[config.mk]
export PLATFORM = sky130hd
export DESIGN_NAME = fwd_hazard_unit
export DESIGN_NICKNAME = d
export VERILOG_FILES = /design/src/rtl/fwd_hazard_unit_pkg.sv /design/src/rtl/fwd_hazard_unit_mdu_scoreboard.sv /design/src/rtl/fwd_hazard_unit.sv
export SDC_FILE = /design/constraint.sdc
export NUM_CORES = 1
export LEC_CHECK = 0
export ABC_AREA = 1
export BUFFER_PORTS_ARGS = -buffer_cell sky130_fd_sc_hd__buf_2
export CAP_MARGIN = 10
export CORE_ASPECT_RATIO = 1.5
export CORE_MARGIN = 2
export CORE_UTILIZATION = 40
export DETAILED_ROUTE_END_ITERATION = 12
export PLACE_DENSITY_LB_ADDON = 0.08
export SKIP_LAST_GASP = 1
export SYNTH_ARGS = -nofsm -noshare
export SYNTH_HDL_FRONTEND = slang
export SYNTH_SLANG_ARGS = --single-unit
export TNS_END_PERCENT = 10
[constraint.sdc]
create_clock -name clk -period 4.01 [get_ports clk]
set_input_delay 0.401 -clock clk [delete_from_list [all_inputs] [get_ports clk]]
set_output_delay 0.401 -clock clk [all_outputs]
set_load 0.05 [all_outputs]
[src/rtl/fwd_hazard_unit_pkg.sv]
// ----------------------------------------------------------------------------
// fwd_hazard_unit_pkg
//   Shared definitions for the forwarding / hazard controller and the EX-stage
//   operand muxes that consume its select codes.
//   - FWD_* : per-port operand source select codes.
//   - mdu_state_e : state encoding of the MDU scoreboard.
//   - fwd_pick() : priority encoder from stage-match flags to a select code.
// ----------------------------------------------------------------------------
package fwd_hazard_unit_pkg;

    // Operand source select codes (2 bits per read port)
    localparam logic [1:0] FWD_RF    = 2'b00;  // register file value
    localparam logic [1:0] FWD_EXMEM = 2'b10;  // ALU result sitting in EX/MEM
    localparam logic [1:0] FWD_MEMWB = 2'b01;  // write-back value in MEM/WB

    // MDU scoreboard states
    typedef enum logic {
        MDU_IDLE = 1'b0,
        MDU_BUSY = 1'b1
    } mdu_state_e;

    // EX/MEM is the newer producer, so it wins over MEM/WB when both match.
    function automatic logic [1:0] fwd_pick(input logic mem_hit, input logic wb_hit);
        logic [1:0] sel;
        if (mem_hit) begin
            sel = FWD_EXMEM;
        end else if (wb_hit) begin
            sel = FWD_MEMWB;
        end else begin
            sel = FWD_RF;
        end
        return sel;
    endfunction

endpackage

[src/rtl/fwd_hazard_unit_mdu_scoreboard.sv]
// ----------------------------------------------------------------------------
// mdu_scoreboard
//   Tracks the single in-flight multi-cycle MDU operation.
//   Ports:
//     clk, reset     : rising-edge clock, synchronous active-high reset
//     start          : ID/EX instruction launches the MDU this cycle
//     start_rd       : destination register of the launching instruction
//     busy           : MDU op in flight (high for exactly MDU_LAT cycles)
//     dest           : destination of the in-flight op
//     done           : one-cycle pulse in the last busy cycle (result written)
//   A start while busy is ignored, except in the done cycle where it
//   re-launches immediately with the new destination.
// ----------------------------------------------------------------------------
module mdu_scoreboard
    import fwd_hazard_unit_pkg::*;
#(
    parameter int REG_AW  = 5,
    parameter int MDU_LAT = 4
) (
    input  logic              clk,
    input  logic              reset,
    input  logic              start,
    input  logic [REG_AW-1:0] start_rd,
    output logic              busy,
    output logic [REG_AW-1:0] dest,
    output logic              done
);

    // MDU_LAT >= 2, so CW >= 1 and MDU_LAT-1 always fits.
    localparam int            CW       = $clog2(MDU_LAT);
    localparam logic [CW-1:0] CNT_INIT = CW'(MDU_LAT - 1);
    localparam logic [CW-1:0] CNT_ZERO = {CW{1'b0}};
    localparam logic [CW-1:0] CNT_ONE  = CW'(1);

    mdu_state_e        state_q, state_d;
    logic [CW-1:0]     cnt_q, cnt_d;
    logic [REG_AW-1:0] dest_q, dest_d;
    logic              busy_q, busy_d;
    logic              done_q, done_d;

    // Next-state logic: launch, countdown, completion and back-to-back relaunch.
    always_comb begin
        state_d = state_q;
        cnt_d   = cnt_q;
        dest_d  = dest_q;
        busy_d  = busy_q;
        done_d  = 1'b0;
        case (state_q)
            MDU_IDLE: begin
                if (start) begin
                    state_d = MDU_BUSY;
                    cnt_d   = CNT_INIT;
                    dest_d  = start_rd;
                    busy_d  = 1'b1;
                end else begin
                    state_d = MDU_IDLE;
                    busy_d  = 1'b0;
                end
            end
            MDU_BUSY: begin
                if (cnt_q == CNT_ZERO) begin
                    // Done cycle: a start here is legal and relaunches.
                    if (start) begin
                        state_d = MDU_BUSY;
                        cnt_d   = CNT_INIT;
                        dest_d  = start_rd;
                        busy_d  = 1'b1;
                    end else begin
                        state_d = MDU_IDLE;
                        busy_d  = 1'b0;
                    end
                end else begin
                    // Mid-flight start is ignored; done is registered one
                    // cycle ahead so it lines up with cnt reaching zero.
                    cnt_d  = cnt_q - CNT_ONE;
                    done_d = (cnt_q == CNT_ONE);
                end
            end
            default: begin
                state_d = MDU_IDLE;
                cnt_d   = CNT_ZERO;
                busy_d  = 1'b0;
            end
        endcase
    end

    // State registers with synchronous reset; reset aborts any op in flight.
    always_ff @(posedge clk) begin
        if (reset) begin
            state_q <= MDU_IDLE;
            cnt_q   <= CNT_ZERO;
            dest_q  <= {REG_AW{1'b0}};
            busy_q  <= 1'b0;
            done_q  <= 1'b0;
        end else begin
            state_q <= state_d;
            cnt_q   <= cnt_d;
            dest_q  <= dest_d;
            busy_q  <= busy_d;
            done_q  <= done_d;
        end
    end

    assign busy = busy_q;
    assign dest = dest_q;
    assign done = done_q;

endmodule

[src/rtl/fwd_hazard_unit.sv]
// ----------------------------------------------------------------------------
// fwd_hazard_unit
//   Forwarding and hazard controller for a 5-stage MIPS pipeline.
//   Inputs : ID-stage sources (id_src, id_src_used, id_mdu_op), ID/EX fields
//            (ex_src, ex_rd, ex_regwrite, ex_memread, ex_mdu_start),
//            EX/MEM and MEM/WB destinations with their regwrite flags.
//   Outputs: fwd_sel (2 bits per EX read port), stall_if_id / bubble_id_ex,
//            MDU status (mdu_busy, mdu_dest, mdu_done) and a saturating
//            stall-cycle counter stall_cnt.
//   While reset is high all control outputs are forced to their idle values.
// ----------------------------------------------------------------------------
module fwd_hazard_unit
    import fwd_hazard_unit_pkg::*;
#(
    parameter int REG_AW      = 5,
    parameter int NUM_SRC     = 2,
    parameter int MDU_LAT     = 4,
    parameter int ZERO_REG_EN = 1,
    parameter int CNT_W       = 16
) (
    input  logic                      clk,
    input  logic                      reset,
    input  logic [NUM_SRC*REG_AW-1:0] id_src,
    input  logic [NUM_SRC-1:0]        id_src_used,
    input  logic                      id_mdu_op,
    input  logic [NUM_SRC*REG_AW-1:0] ex_src,
    input  logic [REG_AW-1:0]         ex_rd,
    input  logic                      ex_regwrite,
    input  logic                      ex_memread,
    input  logic                      ex_mdu_start,
    input  logic [REG_AW-1:0]         mem_rd,
    input  logic                      mem_regwrite,
    input  logic [REG_AW-1:0]         wb_rd,
    input  logic                      wb_regwrite,
    output logic [2*NUM_SRC-1:0]      fwd_sel,
    output logic                      stall_if_id,
    output logic                      bubble_id_ex,
    output logic                      mdu_busy,
    output logic [REG_AW-1:0]         mdu_dest,
    output logic                      mdu_done,
    output logic [CNT_W-1:0]          stall_cnt
);

    localparam logic [REG_AW-1:0] REG_ZERO = {REG_AW{1'b0}};
    localparam logic [CNT_W-1:0]  CNT_MAX  = {CNT_W{1'b1}};
    localparam logic [CNT_W-1:0]  CNT_ONE  = CNT_W'(1);
    localparam logic              ZERO_EN  = (ZERO_REG_EN != 0);

    logic [2*NUM_SRC-1:0] fwd_raw;
    logic [NUM_SRC-1:0]   ld_hit;
    logic [NUM_SRC-1:0]   mdu_hit;
    logic                 sb_busy, sb_done;
    logic [REG_AW-1:0]    sb_dest;
    logic                 busy_g, done_g;
    logic                 ld_haz, mdu_haz, haz;
    logic                 dest_is_zero;
    logic [CNT_W-1:0]     stall_cnt_q, stall_cnt_d;

    mdu_scoreboard #(
        .REG_AW  (REG_AW),
        .MDU_LAT (MDU_LAT)
    ) u_mdu_sb (
        .clk      (clk),
        .reset    (reset),
        .start    (ex_mdu_start),
        .start_rd (ex_rd),
        .busy     (sb_busy),
        .dest     (sb_dest),
        .done     (sb_done)
    );

    // Reset forces the MDU status low even before the first reset edge.
    assign busy_g       = sb_busy & ~reset;
    assign done_g       = sb_done & ~reset;
    assign dest_is_zero = ZERO_EN && (sb_dest == REG_ZERO);

    for (genvar k = 0; k < NUM_SRC; k++) begin : g_port
        logic [REG_AW-1:0] ex_s;
        logic [REG_AW-1:0] id_s;
        logic              mem_hit;
        logic              wb_hit;

        assign ex_s    = ex_src[k*REG_AW +: REG_AW];
        assign id_s    = id_src[k*REG_AW +: REG_AW];
        assign mem_hit = mem_regwrite && (mem_rd == ex_s);
        assign wb_hit  = wb_regwrite && (wb_rd == ex_s);

        // $0 is hard-wired zero, so a "write" to it must never be forwarded.
        assign fwd_raw[2*k +: 2] = (ZERO_EN && (ex_s == REG_ZERO)) ? FWD_RF
                                                                   : fwd_pick(mem_hit, wb_hit);

        assign ld_hit[k]  = id_src_used[k] && (id_s == ex_rd);
        assign mdu_hit[k] = id_src_used[k] && (id_s == sb_dest);
    end

    assign ld_haz = ex_memread && ex_regwrite && (ex_rd != REG_ZERO) && (|ld_hit);

    // A second MDU op may leave ID in the done cycle (unit frees up), but a
    // reader of the MDU result still waits through it.
    assign mdu_haz = busy_g && ((id_mdu_op && !done_g) || ((|mdu_hit) && !dest_is_zero));

    assign haz = (ld_haz | mdu_haz) & ~reset;

    // Saturating increment of the stall-cycle counter.
    always_comb begin
        stall_cnt_d = stall_cnt_q;
        if (haz && (stall_cnt_q != CNT_MAX)) begin
            stall_cnt_d = stall_cnt_q + CNT_ONE;
        end else begin
            stall_cnt_d = stall_cnt_q;
        end
    end

    // Stall-counter register with synchronous reset.
    always_ff @(posedge clk) begin
        if (reset) begin
            stall_cnt_q <= {CNT_W{1'b0}};
        end else begin
            stall_cnt_q <= stall_cnt_d;
        end
    end

    assign fwd_sel      = reset ? {(2*NUM_SRC){1'b0}} : fwd_raw;
    assign stall_if_id  = haz;
    assign bubble_id_ex = haz;
    assign mdu_busy     = busy_g;
    assign mdu_done     = done_g;
    assign mdu_dest     = sb_dest;
    assign stall_cnt    = stall_cnt_q;

endmodule

==> results of run 1 <==
## cell type report
class / instances / area, um2 / share of cell area (%)
clock buffer: 3 / 41.3 / 1.67
inverter: 54 / 203 / 8.22
timing repair buffer: 73 / 365 / 14.8
multi-input combinational: 244 / 1250 / 50.8
tap: 66 / 82.6 / 3.35
sequential: 26 / 520 / 21.1
## path summary, 6_finish.rpt
check	start	end	slack [ns]
max	reset	fwd_sel[0]	1.67
min	reset	stall_cnt[14]$_SDFFE_PP0P_	0.43
max reg2reg	stall_cnt[0]$_SDFFE_PP0P_	stall_cnt[1]$_SDFFE_PP0P_	2.13
min reg2reg	u_mdu_sb.cnt_q[0]$_SDFF_PP0_	u_mdu_sb.cnt_q[1]$_SDFF_PP0_	0.48
## layer usage
metal	up-vias	track usage, %	part of all wire (%)
met5	-	0	0
met4	0	5.85	1.1
met3	4	1.85	4.1
met2	60	35.9	54
met1	1011	22.0	41
li1	1199	-	-
## logic make-up (layout without fill, tap and decap cells)
family | after synthesis | count (layout) | synth area share (%)
adders and majority gates | 1 | 1 | 0.619
DFF | 26 | 26 | 25.7
buffers and inverters | 60 | 130 | 12.3
AOI/OAI and AO/OA | 47 | 47 | 12.6
and+or+nand+nor | 181 | 181 | 42.3
xor gates and xnor gates | 15 | 15 | 6.50
## flip-flops by register name, indices dropped and copies added (netlist names)
register	cells
u_mdu_sb.state_q	1
u_mdu_sb.cnt_q	2
u_mdu_sb.dest	5
u_mdu_sb.done	1
stall_cnt	16
u_mdu_sb.busy	1
## worst max-delay path, delay by kind of cell
family,cells,cell delay (ns)
buf+inv,3,0.81
simple gates,2,0.37
compound gates,2,0.35
## through the flow
stage / cells / power (uW) / utilization (%) / worst slack [ns] / hold WS (ns)
floorplan: 330 / 410 / - / 1.07 / 0.441
global placement: 463 / 467 / 50.0 / 1.68 / 0.472
detailed placement: 463 / 469 / 50.0 / 1.66 / 0.467
CTS: 466 / 616 / 50.9 / 1.66 / 0.425
global route: 466 / 648 / 50.9 / 1.51 / 0.432
finish: 466 / 608 / 50.9 / 1.67 / 0.427
## synth_stat cells
cell type / instances
sky130_fd_sc_hd__dfxtp_1: 26
sky130_fd_sc_hd__nor3b_1: 2
sky130_fd_sc_hd__nand3_1: 24
sky130_fd_sc_hd__nand2_1: 76
sky130_fd_sc_hd__nor4_1: 5
sky130_fd_sc_hd__o21ai_0: 15
sky130_fd_sc_hd__nor2_1: 44
sky130_fd_sc_hd__nand2_2: 4
sky130_fd_sc_hd__nand3_2: 2
sky130_fd_sc_hd__buf_6: 1
sky130_fd_sc_hd__xnor2_1: 3
sky130_fd_sc_hd__o2111ai_1: 2
sky130_fd_sc_hd__a211oi_1: 2
sky130_fd_sc_hd__nand4_4: 1
sky130_fd_sc_hd__nand2_4: 2
sky130_fd_sc_hd__ha_1: 1
sky130_fd_sc_hd__clkbuf_1: 3
sky130_fd_sc_hd__xor2_1: 12
sky130_fd_sc_hd__nor2_2: 2
sky130_fd_sc_hd__nor2_4: 2
sky130_fd_sc_hd__buf_4: 1
sky130_fd_sc_hd__o22ai_1: 5
sky130_fd_sc_hd__inv_1: 49
sky130_fd_sc_hd__nor2_8: 1
sky130_fd_sc_hd__or2_0: 1
sky130_fd_sc_hd__inv_2: 5
sky130_fd_sc_hd__nor3_1: 7
sky130_fd_sc_hd__a21oi_1: 21
sky130_fd_sc_hd__o21ai_1: 2
sky130_fd_sc_hd__nand4_1: 7
sky130_fd_sc_hd__nor3_2: 1
sky130_fd_sc_hd__buf_8: 1
## power groups by stage
| stage | Combinational [uW] | Sequential (uW) | Clock [uW] |
|---|---|---|---|
| detailed placement | 181 | 288 | 0 |
| finish | 180 | 282 | 145 |
| global route | 201 | 285 | 162 |
| global placement | 179 | 288 | 0 |
| CTS | 181 | 282 | 153 |
| floorplan | 94.9 | 315 | 0 |
==> metrics, run 1 <==
critical path type=in -> out; net switching power figure=212 uW; DP Area=approximately 0.0024 mm2; vias in the first global route=between 2000 and 2500; number of resized instances in the post-cts repair step=0; Clk Latency, worst-skew pair=roughly 0.26 ns; combinational share of power=29.6%; pin count of the biggest net entering global routing=27; Routed Antenna Nets=0; buffer cell driving the clock tree root=sky130_fd_sc_hd__clkbuf_8; hold violation total from the final report=0; routed wirelength normalized by instance count=about 11 um; most common library cell in the layout ignoring fill and taps=sky130_fd_sc_hd__nand2_1; final cell area excluding filler cells=~0.0025 mm2; Boundary Pins=74; fraction of the yosys area taken by sequential cells=between 20 and 30%; Yosys cell types=32; count of H-tree levels built during CTS=1; outcome=completed; die outline area=0.00565 mm2; Leak=~0.0013 uW; summed negative setup slack over all endpoints=0 ns; part of the power in registers=46.5%; Starting Density=a little over two fifths; Most Frequent Cell on Critical Path=sky130_fd_sc_hd__buf_2; peak per-stage delay on the critical path=0.33 ns; fin nets=448; number of buffers added on ports=73; final cycle utilization of the critical path=58.4%; global-route total usage across every layer=19.5%; proportion of netlist area held by the largest area contributor=between 20 and 30%; crit-path cells=buf_2, inv_2, nand2_1, a211oi_1, o2111ai_1, nor4_1, buf_2; fill cell total of the finished layout=around 540; ratio of cells with drive above 1 in the final layout=24.0%; clock network fraction of total power=23.9%; initial detailed-routing violation count=between 90 and 100; Max VDD drop=0.166 mV; transition at the pin with the smallest max-transition slack=0.445 ns; switching part of the total=34.8%; clock slew at reported path FFs=0.08 ns; area delta synth->final=22.0%; overall die width=between 60 and 70 um; last weighted congestion value of the routability-driven placer=0.841; final WL=5290 um; vias per std cell=4.88; post-synth design cell area=0.00202 mm2; total of hold buffers inserted after clock tree synthesis=0; endpoint type of the worst setup path=output pin; remaining global-route overflow=0; RSZ-0062 raised after global routing=false; normalized max-slew margin=70.1%; post-synth top area cell=sky130_fd_sc_hd__dfxtp_1; initial antenna violation count=0; number of antenna diodes=0; first-pass GRT wire length=8530 um; overall via count from detail_route=approximately 2300; detailed-router iteration count before antenna repair=4; skew final=0.00363 ns; Synth Net Count=376; post-route minimum period=2.34 ns; number of cells produced by synthesis=330; library cell contributing the largest single delay on the critical path=sky130_fd_sc_hd__inv_2; logic depth of the worst register-to-register path=12; leading cell types in the layout, fill and taps excluded=76 x sky130_fd_sc_hd__nand2_1, 73 x sky130_fd_sc_hd__buf_2, 49 x sky130_fd_sc_hd__inv_1; internal cell power=396 uW; Detailed Place HPWL=4290 um; leading post-synthesis cells by cell area=sky130_fd_sc_hd__dfxtp_1 26%, sky130_fd_sc_hd__nand2_1 14%, sky130_fd_sc_hd__inv_1 9.1%; data arrival time of the critical path=1.94 ns; category of the worst setup path launch point=input pin; highest clock rate=approximately 430 MHz; CTS tree=built; # setup viols final=0; max-cap check violation count=0; final count of pins violating max slew=0; Seq cells post-synth=26; setup fix buffers added after clock tree synthesis=0; DIE HEIGHT=between 90 and 100 um; Core Footprint=0.00485 mm2; CP max FO=26; DRC errors left=0; power density over the cells=246 mW/mm2; worst min path class=in -> reg; FP Rows=31; Synth Warn #=0; clk buf depth=2; number of buffers created by CTS=3; clock sink count=26; post-synthesis average cell area=6.13 um2; number of stages on the worst hold path=2; CP Data Required Time=3.61 ns
Power figures use the tool's default switching activity.
==> inputs of run 2 (changes only) <==
==> constraint.sdc (replaced) <==
create_clock -name clk -period 2.3 [get_ports clk]
set_input_delay 0.23 -clock clk [delete_from_list [all_inputs] [get_ports clk]]
set_output_delay 0.23 -clock clk [all_outputs]
set_load 0.05 [all_outputs]
==> run 2 against run 1 <==
Against the previous run: clock power increased by 110%; core utilization increased by 0.65 points; power increased by 82%; global-route usage decreased by 0.055 points; count of clock-buffer cells in the layout increased by 1; setup slack got worse by 1.3 ns; highest routed layer unchanged; critical path type is now reg -> out; worst hold slack got worse by 0.16 ns.
==> metrics, run 2 (same netlist as run 1, synthesis figures left out) <==
Boundary Pins=74; normalized max-slew margin=72.6%; FP Rows=31; max reg flops=16; critical path type=reg -> out; worst min path class=in -> reg; number of buffers added on ports=73; setup fix buffers added after clock tree synthesis=0; most common library cell in the layout ignoring fill and taps=sky130_fd_sc_hd__nand2_1; DIE HEIGHT=91.1 um; number of buffers created by CTS=3; kind of cell adding the most delay to the critical path=simple AND/OR/NAND/NOR gates; remaining global-route overflow=0; CTS tree=built; count of H-tree levels built during CTS=1; number of antenna diodes=0; ratio of cells with drive above 1 in the final layout=24.9%; global-route total usage across every layer=between 15 and 20%; post-route non-filler standard cell count=468; total of hold buffers inserted after clock tree synthesis=0; min-delay src=ex_mdu_start; data arrival time of the critical path=1.75 ns; r2r startpoint=stall_cnt[0]$_SDFFE_PP0P_; initial antenna violation count=0; endpoint type of the worst setup path=output pin; vias in the first global route=2029; highest clock rate=506 MHz; detailed-router iteration count before antenna repair=4; Routed Antenna Nets=0; initial detailed-routing violation count=119; number of resized instances in the post-cts repair step=0; clk buf depth=2; die outline area=0.00565 mm2; CP Data Required Time=between 2 and 2.5 ns; power density over the cells=between 400 and 500 mW/mm2; skew final=between 0.01 and 0.015 ns; total power consumption of the routed design=around 1100 uW; vias per std cell=4.84; Detailed Place HPWL=4380 um; RSZ-0062 raised after global routing=false; clock sink count=26; pin count of the biggest net entering global routing=26; summed negative setup slack over all endpoints=0 ns; Clk Latency, worst-skew pair=between 0.2 and 0.3 ns; hold violation total from the final report=0; smallest hold slack=0.263 ns; overall die width=about 62 um; leading cell types in the layout, fill and taps excluded=76 x sky130_fd_sc_hd__nand2_1, 73 x sky130_fd_sc_hd__buf_2, 49 x sky130_fd_sc_hd__inv_1; outcome=completed; # setup viols final=0; peak per-stage delay on the critical path=0.41 ns; CP Buf/Inv Count=2; first-pass GRT wire length=8580 um; last weighted congestion value of the routability-driven placer=0.854; post-route minimum period=1.98 ns; DRC errors left=0; overall via count from detail_route=2265; Starting Density=41.7%; number of cells in the design after placement=approximately 460; crit-path cells=inv_1, nand2_1, nand2_1, nor2_1, nand3_1, nand2_1, nand2_1, nand2_1, nand2_1, a21oi_2, buf_2; final WL=between 5000 and 6000 um; Max VDD drop=0.247 mV; library cell contributing the largest single delay on the critical path=sky130_fd_sc_hd__dfxtp_1; clock slew at reported path FFs=0.10 ns; final cycle utilization of the critical path=86.0%; routed wirelength normalized by instance count=roughly 12 um; Worst Setup SP=u_mdu_sb.dest[2]$_SDFFE_PP0P_; final count of pins violating max slew=0; CP max FO=4; category of the worst setup path launch point=flip-flop; reg-to-reg setup timing slack=~0.48 ns; fin nets=449; buffer cell driving the clock tree root=sky130_fd_sc_hd__clkbuf_8; Core Footprint=0.00485 mm2; Leak=0.00132 uW; area delta synth->final=23.5%; transition at the pin with the smallest max-transition slack=0.409 ns; max-cap check violation count=0; Most Frequent Cell on Critical Path=sky130_fd_sc_hd__nand2_1
==> run 2: report_power, final <==
part / leakage (uW) / internal (uW) / total (uW) / switching (uW)
combinational: 0.00108 / 104 / 316 / 212
sequential: 0.000213 / 471 / 492 / 20.8
clock: 0.0000288 / 153 / 299 / 146
total: 0.00132 / 728 / 1110 / 379
==> run 2: area by class of cell <==
cell class	count	area [um2]
Multi-Input combinational cell	244	1260
Clock buffer	4	55.1
Fill cell	515	2350
Tap cell	66	82.6
Inverter	54	203
Sequential cell	26	520
Timing Repair Buffer	74	373
==> run 2: worst reg2reg max path, stage by stage, from the launching register on <==
cell	delay, ns
sky130_fd_sc_hd__dfxtp_1	0.40
sky130_fd_sc_hd__ha_1	0.22
sky130_fd_sc_hd__nand3_2	0.11
sky130_fd_sc_hd__nor2_2	0.10
sky130_fd_sc_hd__nand2_2	0.09
sky130_fd_sc_hd__nor2_4	0.17
sky130_fd_sc_hd__nand4_4	0.13
sky130_fd_sc_hd__nor2_8	0.17
sky130_fd_sc_hd__inv_2	0.05
sky130_fd_sc_hd__nand3_2	0.11
sky130_fd_sc_hd__nand2_1	0.06
sky130_fd_sc_hd__o21ai_1	0.07
sky130_fd_sc_hd__inv_1	0.04
==> run 2: metrics by stage <==
| stage | cell area (um2) | setup slack (ns) | util [%] |
|---|---|---|---|
| finish | 2500 | 0.322 | 51.5 |
| detailed placement | 2440 | 0.477 | 50.4 |
| global route | 2500 | 0.0625 | 51.5 |
| CTS | 2500 | 0.276 | 51.5 |
| floorplan | 2030 | -0.104 | - |
| global placement | 2440 | 0.544 | 50.4 |
==> run 2: final timing paths <==
kind | endpoint | cells past startpoint
max | stall_if_id | 11
max reg2reg | stall_cnt[1]$_SDFFE_PP0P_ | 12
min | u_mdu_sb.cnt_q[0]$_SDFF_PP0_ | 3
min reg2reg | u_mdu_sb.cnt_q[1]$_SDFF_PP0_ | 2
==> run 2: metal layers <==
metal,wire [um],share of wire (%),GRT usage (%)
met1,2290,42,22.5
met2,2900,53,35.2
met3,190,3.5,1.85
met4,54,0.99,5.85
met5,0,0,0
